**src/rtl/imem_loader_pkg.sv**
```systemverilog
`default_nettype none
// ============================================================================
//  Module      : imem_loader_pkg
//  Description : Constants and types shared by the instruction-memory loader
//                and the fetch-side instruction store: memory geometry, loader
//                state encodings and byte-lane ordering of packed words.
//  Revision    : 1.0 - initial release
// ============================================================================
package imem_loader_pkg;

  // Geometry of the instruction memory (word addressed, 32-bit words).
  localparam int IMEM_ADDR_W = 5;
  localparam int IMEM_DEPTH  = 32;

  // Byte-lane ordering: 1 = little-endian (first byte lands in bits [7:0]).
  localparam bit BYTE_LANE_LE = 1'b1;

  typedef enum logic [1:0] {
    IDLE  = 2'd0,
    LOAD  = 2'd1,
    WRITE = 2'd2,
    DONE  = 2'd3
  } loader_state_e;

  // Bit offset of the lane that stream byte number idx occupies in a word.
  function automatic logic [4:0] lane_lsb(input logic [1:0] idx);
    logic [1:0] lane;
    lane = BYTE_LANE_LE ? idx : ~idx;
    return {lane, 3'b000};
  endfunction

endpackage
`default_nettype wire

```
**src/rtl/imem_word_packer.sv**
```systemverilog
`default_nettype none
// ============================================================================
//  Module      : imem_word_packer
//  Description : Packs an accepted byte stream into 32-bit words using the
//                package lane ordering.
//  Ports       : clk, rst      - clock, synchronous active-high reset
//                clear         - restart packing at byte 0 with an empty word
//                byte_in       - stream byte
//                byte_accept   - byte_in is taken this cycle
//                word          - assembly register
//                word_valid    - pulse with the 4th accepted byte; word holds
//                                the complete value from the next cycle on
//  Revision    : 1.0 - initial release
// ============================================================================
module imem_word_packer
  import imem_loader_pkg::*;
(
  input  logic        clk,
  input  logic        rst,
  input  logic        clear,
  input  logic [7:0]  byte_in,
  input  logic        byte_accept,
  output logic [31:0] word,
  output logic        word_valid
);

  logic [31:0] word_q, word_d;
  logic [1:0]  idx_q, idx_d;

  always_comb begin
    word_d = word_q;
    idx_d  = idx_q;
    if (clear) begin
      word_d = '0;
      idx_d  = '0;
    end else if (byte_accept) begin
      word_d[lane_lsb(idx_q) +: 8] = byte_in;
      idx_d                        = idx_q + 2'd1;
    end
  end

  always_ff @(posedge clk) begin
    if (rst) begin
      word_q <= '0;
      idx_q  <= '0;
    end else begin
      word_q <= word_d;
      idx_q  <= idx_d;
    end
  end

  assign word       = word_q;
  assign word_valid = byte_accept && !clear && (idx_q == 2'd3);

endmodule
`default_nettype wire

```
**src/rtl/imem_loader.sv**
```systemverilog
`default_nettype none
// ============================================================================
//  Module      : imem_loader
//  Description : Loads a program into the instruction memory from a byte
//                stream, holding the core in reset while loading and
//                reporting completion and an XOR checksum of written words.
//  Ports       : clk, rst               - clock, synchronous active-high reset
//                start, word_count      - load request and its length (1..DEPTH)
//                abort                  - cancel an in-progress load
//                byte_in/valid/ready    - byte stream handshake
//                mem_we/addr/wdata      - instruction-memory write port
//                core_hold, busy        - high while a load is in progress
//                done                   - pulse after the last word is written
//                err                    - sticky illegal-count flag
//                checksum               - XOR of words of current/last load
//  Revision    : 1.0 - initial release
// ============================================================================
module imem_loader
  import imem_loader_pkg::*;
#(
  parameter int ADDR_W = IMEM_ADDR_W,
  parameter int DEPTH  = IMEM_DEPTH
) (
  input  logic              clk,
  input  logic              rst,
  input  logic              start,
  input  logic [ADDR_W:0]   word_count,
  input  logic              abort,
  input  logic [7:0]        byte_in,
  input  logic              byte_valid,
  output logic              byte_ready,
  output logic              mem_we,
  output logic [ADDR_W-1:0] mem_addr,
  output logic [31:0]       mem_wdata,
  output logic              core_hold,
  output logic              busy,
  output logic              done,
  output logic              err,
  output logic [31:0]       checksum
);

  localparam logic [ADDR_W:0] DEPTH_CNT = (ADDR_W + 1)'(DEPTH);

  loader_state_e     state_q, state_d;
  logic [ADDR_W-1:0] addr_q, addr_d;
  logic [ADDR_W:0]   count_q, count_d;
  logic [31:0]       checksum_q, checksum_d;
  logic              err_q, err_d;
  // Last written address/data, so the write port holds still between writes.
  logic [ADDR_W-1:0] last_addr_q, last_addr_d;
  logic [31:0]       last_wdata_q, last_wdata_d;

  logic        pack_clear;
  logic        pack_accept;
  logic [31:0] packed_word;
  logic        packed_valid;
  logic        count_legal;
  logic        last_word;

  assign count_legal = (word_count != '0) && (word_count <= DEPTH_CNT);
  assign last_word   = ({1'b0, addr_q} == (count_q - 1'b1));
  assign pack_accept = byte_valid && byte_ready;

  imem_word_packer u_packer (
    .clk         (clk),
    .rst         (rst),
    .clear       (pack_clear),
    .byte_in     (byte_in),
    .byte_accept (pack_accept),
    .word        (packed_word),
    .word_valid  (packed_valid)
  );

  always_comb begin
    state_d      = state_q;
    addr_d       = addr_q;
    count_d      = count_q;
    checksum_d   = checksum_q;
    err_d        = err_q;
    last_addr_d  = last_addr_q;
    last_wdata_d = last_wdata_q;
    pack_clear   = 1'b0;
    byte_ready   = 1'b0;
    mem_we       = 1'b0;
    mem_addr     = last_addr_q;
    mem_wdata    = last_wdata_q;
    done         = 1'b0;

    case (state_q)
      IDLE: begin
        if (start) begin
          if (count_legal) begin
            count_d    = word_count;
            checksum_d = '0;
            addr_d     = '0;
            pack_clear = 1'b1;
            err_d      = 1'b0;
            state_d    = LOAD;
          end else begin
            err_d = 1'b1;
          end
        end
      end

      LOAD: begin
        byte_ready = 1'b1;
        if (abort) begin
          state_d = IDLE;
        end else if (packed_valid) begin
          state_d = WRITE;
        end
      end

      // The write itself always completes, even when abort arrives with it.
      WRITE: begin
        mem_we       = 1'b1;
        mem_addr     = addr_q;
        mem_wdata    = packed_word;
        last_addr_d  = addr_q;
        last_wdata_d = packed_word;
        checksum_d   = checksum_q ^ packed_word;
        pack_clear   = 1'b1;
        if (abort) begin
          state_d = IDLE;
        end else if (last_word) begin
          state_d = DONE;
        end else begin
          addr_d  = addr_q + 1'b1;
          state_d = LOAD;
        end
      end

      DONE: begin
        done    = 1'b1;
        state_d = IDLE;
      end

      default: state_d = IDLE;
    endcase
  end

  always_ff @(posedge clk) begin
    if (rst) begin
      state_q      <= IDLE;
      addr_q       <= '0;
      count_q      <= '0;
      checksum_q   <= '0;
      err_q        <= 1'b0;
      last_addr_q  <= '0;
      last_wdata_q <= '0;
    end else begin
      state_q      <= state_d;
      addr_q       <= addr_d;
      count_q      <= count_d;
      checksum_q   <= checksum_d;
      err_q        <= err_d;
      last_addr_q  <= last_addr_d;
      last_wdata_q <= last_wdata_d;
    end
  end

  assign busy      = (state_q != IDLE);
  assign core_hold = busy;
  assign err       = err_q;
  assign checksum  = checksum_q;

endmodule
`default_nettype wire

```
**config.mk**
```make
export PLATFORM = sky130hd
export DESIGN_NAME = imem_loader
export DESIGN_NICKNAME = d
export VERILOG_FILES = /design/src/rtl/imem_loader_pkg.sv /design/src/rtl/imem_word_packer.sv /design/src/rtl/imem_loader.sv
export SDC_FILE = /design/constraint.sdc
export NUM_CORES = 1
export LEC_CHECK = 0
export CAP_MARGIN = 20
export CELL_PAD_IN_SITES_DETAIL_PLACEMENT = 1
export CELL_PAD_IN_SITES_GLOBAL_PLACEMENT = 2
export CORE_UTILIZATION = 33
export CTS_CLUSTER_SIZE = 12
export DETAILED_ROUTE_END_ITERATION = 8
export PLACE_DENSITY_LB_ADDON = 0.1
export SLEW_MARGIN = 20
export SYNTH_ARGS = -nofsm -noshare
export SYNTH_HDL_FRONTEND = slang
export SYNTH_HIERARCHICAL = 1
export SYNTH_SLANG_ARGS = --single-unit
```
**constraint.sdc**
```tcl
create_clock -name clk -period 5.2 [get_ports clk]
set_clock_uncertainty 0.15 [all_clocks]
set_input_delay 1.04 -clock clk [delete_from_list [all_inputs] [get_ports clk]]
set_output_delay 1.04 -clock clk [all_outputs]
set_load 0.01 [all_outputs]
```
# After elaboration in Yosys (flattened, before gate mapping)

Index checks and enable logic that the tools add are counted.

Muxes and demuxes: 25
Shifts and indexed selects: 2
$mul: 0
Magnitude comparators: 1
Equal/unequal tests: 10
Divide/modulo/power cells: 0
Add/sub/neg operators: 4
Bitwise logic cells: 1
Reductions and logical operators: 15

Operators with widths:

| kind                     | number |
|---|---|
| $mux W32                 | 3 |
| $pmux W32 S2             | 1 |
| $bwmux W32               | 1 |
| $shift A8 B7 Y32 const A | 1 |
| $shiftx A8 B7 Y32        | 1 |
| $xor A32 B32 Y32         | 1 |
| $mux W5                  | 5 |
| $mux W2                  | 6 |
| $pmux W5 S2              | 1 |
| $reduce_and A3 Y1        | 3 |
| $ne A2 B2 Y1 const B     | 4 |
| $pmux W2 S4              | 1 |
| $neg A5 Y7               | 1 |
| $eq A2 B2 Y1 const B     | 3 |
| $eq A5 B6 Y1             | 1 |
| $le A6 B6 Y1 const B     | 1 |
| $mux W1                  | 6 |
| $reduce_bool A6 Y1       | 1 |
| $sub A6 B1 Y6 const B    | 1 |
| $add A5 B1 Y5 const B    | 1 |
| $reduce_and A5 Y1        | 1 |
| $logic_and A1 B1 Y1      | 4 |
| $reduce_bool A2 Y1       | 2 |
| $ne A3 B3 Y1 const B     | 1 |
| other kinds (7)          | 7 |

Memories kept: 0
Logic and storage cells: 67
Memory bits (writable): 0
Output and inout port bits: 75
Bits in read-only memories: 0
Flip-flop bits (word level): 117
Bits in latches: 0

# Logic depth before layout (Yosys ltp)

Word-level depth: 11
Depth in mapped cells: 9
Gate-level depth less buffers: 8

# By module

Netlist, hierarchy kept.

By module, submodules not included:

| module           | area each (um^2) | times used | cells an instance |
|---|---|---|---|
| imem_loader      | 3457.1           | 1          | 422 |
| imem_word_packer | 1348.8           | 1          | 141 |

# Worst setup path before layout

Ideal clock, no wire load.

Path kind: input port to flip-flop
Start point: input port word_count[0]
End point: register u_packer.word_q[4] (netlist: u_packer/word[4])
Path slack: 1.941 ns
Data required time: 4.979 ns
Arrival: 3.038 ns
Setup time: 0.071 ns
Cell stages on the path: 8
Path through: or4_4 > or3_4 > a41o_4 > buf_12 > or2_1 > clkbuf_1 > clkbuf_1 > a21oi_1

Longest elaborated chain between the ends: 6

RTL lines:

| item                                                      | RTL line               | RTL |
|---|---|---|
| start, declared                                           | imem_loader.sv:27      | `input logic [ADDR_W:0] word_count,` |
| $le A6 B6 Y1 / $reduce_bool A6 Y1 (equally long branches) | imem_loader.sv:60      | `assign count_legal = (word_count != '0) && (word_count <= DEPTH_CNT);` |
| $logic_and A1 B1 Y1 (*)                                   | imem_loader.sv:60      |  |
| $mux W1 (*)                                               | imem_loader.sv:92      | `if (count_legal) begin` |
| $mux W1 (*)                                               | imem_loader.sv:91      | `if (start) begin` |
| $pmux W1 S2 (*)                                           | imem_loader.sv:89      | `case (state_q)` |
| net pack_clear                                            | imem_loader.sv:53      | `logic pack_clear;` |
| $reduce_or A2 Y1 (no line) (*)                            | n/a                    |  |
| end signal, assigned                                      | imem_word_packer.sv:47 | `word_q <= word_d;` |
| end, declared                                             | imem_word_packer.sv:27 | `logic [31:0] word_q, word_d;` |

Mark *: on every way through the listed nets, which the timed path passes. The rest lies on a longest branch.
A chain may end at the register's enable or synchronous reset.

# Worst setup path after layout

Start point: register state_q[0]
End point: output port mem_wdata[10]

Longest elaborated chain between the ends: 2

RTL lines:

| item                   | RTL line           | RTL |
|---|---|---|
| start, declared        | imem_loader.sv:44  | `loader_state_e state_q, state_d;` |
| start signal, assigned | imem_loader.sv:152 | `state_q <= state_d;` |
| $eq A2 B2 Y1           | imem_loader.sv:89  |  |
| $mux W32               | n/a                |  |
| end, declared          | imem_loader.sv:34  | `output logic [31:0] mem_wdata,` |

Every way passes these cells.

==> out/metrics.cfg <==
[critical_path]
path_class = reg2out
cp-start-kind = flip-flop
cp_max_fo = 37
worst_ep_required_time_ns = 4.01
cp-end-kind = output port
crit_arrival_ns = 2.35

[yosys]
synth_compound_area_share_pct = 11.4
synth_nets = 589
synth_ff_type = dfxtp_1
synth_cell_types = 41
synth-seq-cells = 117
ys_seq_area_share_pct = 48.7
yosysTopAreaCell = dfxtp_1
synth_fa_ha_area_share_pct = 1.82
synthMuxAreaShare_pct = 1.87
async_flop_share_pct = 0
synth_edf_count = 0
netlist_area_um2 = 4810
synth_xor_area_share_pct = 7.65
synth_top_family_by_area = simple AND/OR/NAND/NOR gates
synth_top_area_share_pct = 48.7
syn_inst = 563
yosys-top-cells-area = dfxtp_1 (49%), nand2_1 (11%), nor2_1 (6.1%)
syn_avg_cell_area_um2 = 8.54
synth_simple_gate_area_share_pct = 23.5
yosys_warnings = 6

[min_path]
hold_path_class = reg2reg

[layout]
fillers = 1652
layout-drive-gt1-share_pct = 8.50
antenna_cells = 0
area_delta_synth_final_pct = 33.0
nNetsFinal = 672

[die]
pin_count = 94
rows = 43
core_area_um2 = 14000
initial_core_util_pct = 34.2
dieWidth_um = 123
die-area_um2 = 15100
die_h_um = 123

[sta]
finalSetupTns_ns = 0
period_share_pct = 68.2
fmax_ghz = 0.282
holdWs_ns = 0.315
worst_slew_pin_slew_ns = 0.749
slew_headroom_pct = 50.0
fin_crit_ns = 3.54
grt_setup_unrepaired = false
hold_viol_final = 0
slew_viol_final = 0
setup_viol = 0

[pwr]
peakVddDrop_uv = 254
finalPower_mw = 2.20
p_per_area_nw_per_um2 = 344
power_leakage_nw = 2.48

[cts]
post_cts_buffers = 0
clk_latency_ns = 0.41
hold_buffers = 0
cts_root_buffer = clkbuf_16
clk_pin_slew_ns = 0.05
cts.sinks = 117
tritoncts = built
cts_max_level = 4
cts.repair.resized = 0
cts_buffers = 17
clock_path_buffers = 2

[global_route]
gr-total-overflow = 0
grtUsageMet2_pct = 32.6
antenna_found_initial = 0
global_route.usage.met3_pct = 5.44
met1_usage_pct = 24.1
grt.total_usage_pct = 19.6
grt_pass1_vias = 4312
grt_max_degree = 47
grt-busiest-layer = met2
grt_pass1_wl_um = 22100

[run_status]
status = finished, final reports clean

[place]
globalplace.congestion = 0.723
dp_hpwl_um = 9120
numPortBuffers = 93

[routing]
antenna_left = 0
drc = 0
routedWlPerCell_um = 16.5
vias = 4107
drt-total-wl_um = 13900
drt_pass1_iterations = 4
first_iter_violations = 147
viasPerCell = 4.90

[flow_run]
cap_violations = 0

-- cell usage after synthesis, types with 2 or more instances --
library cell,number
nand2_1,141
xnor2_1,9
nand4_1,8
and3_1,2
and2_1,6
nand2_2,13
buf_1,3
xor2_1,33
clkbuf_1,15
buf_6,7
mux2i_1,9
a32oi_1,25
nor2_1,78
o21ai_0,2
nand3_1,2
a21o_1,2
inv_1,10
nor3_1,2
buf_2,6
a31oi_2,2
dfxtp_1,117
ha_1,7
a21oi_1,46
-- final cells by class --
cell class,count,area (µm²),share of cell area [%]
sequential,117,2340,36.6
inverter,11,41.3,0.646
clock inverter,9,125,1.96
clock buffer,23,478,7.48
multi-input combinational,402,2220,34.7
tap,180,225,3.52
timing repair buffer,97,961,15.0
-- report_power, final --
group / internal, mW / total (mW) / leakage (nW) / switching, mW
clock: 0.788 / 1.19 / 0.293 / 0.402
sequential: 0.903 / 0.909 / 0.943 / 0.00599
combinational: 0.0365 / 0.0975 / 1.24 / 0.0610
-- metrics by stage --
stage          std cells  setup slack, ns  util [%]  area, µm²
3_3_place_gp         807             1.50      41.2       5790
3_5_place_dp         807             1.42      41.2       5790
2_1_floorplan        563             1.94         -       4810
6_report             839             1.66      45.5       6390
4_1_cts              839             1.64      45.5       6390
5_1_grt              839             1.55      45.5       6390
-- registers in the layout (all words and copies together), names as in the netlist --
register	flops
addr_q	5
checksum	32
count_q	6
err	1
last_addr_q	5
last_wdata_q	32
state_q	2
u_packer/idx_q	2
u_packer/word	32
-- layer usage --
metal | vias up | part of all wire, %
met4 | 0 | 1.3
met1 | 1994 | 47
met2 | 83 | 48
met5 | - | 0
li1 | 2017 | -
met3 | 13 | 3.7
-- critical path, stage by stage, from the launching register on --
cell,delay (ns)
dfxtp_1,0.32
nand2b_1,0.17
inv_2,0.56
nand2_1,0.23
nand2_1,0.13
clkdlybuf4s50_1,0.54
-- kinds of logic after synthesis --
family	after synthesis
XOR/XNOR	42
buffers and inverters	44
AO/OA/AOI/OAI	81
multiplexers	9
adder cells (fa/ha/maj)	7
AND/OR/NAND/NOR	263
flip-flops	117
-- cells in the final DEF (no fill, tap or decap), types with 3 or more instances in the layout --
cell type        synthesis  layout
and2_1                   6       6
a32oi_1                 25      25
nand2_1                141     141
inv_1                   10      10
dfxtp_1                117     117
nor2_1                  78      78
mux2i_1                  9       9
xnor2_1                  9       9
bufinv_16                0       3
a21oi_1                 46      46
nand2_2                 13      13
clkdlybuf4s50_1          0      93
clkbuf_1                15       3
buf_4                    1       4
clkbuf_8                 0       3
nand4_1                  8       8
xor2_1                  33      33
clkinv_2                 0       4
clkbuf_16                0      17
ha_1                     7       7
-- final timing paths --
path | from | endpoint | slack (ns) | cells past startpoint
hold reg to reg | last_wdata_q[21] | last_wdata_q[21] | 0.31 | 2
hold / removal | last_wdata_q[21] | last_wdata_q[21] | 0.31 | 2
setup / recovery | state_q[0] | mem_wdata[10] | 1.66 | 5
setup reg to reg | state_q[0] | u_packer/word[29] | 2.75 | 6
Note: power is estimated with default switching activity, not from simulation.
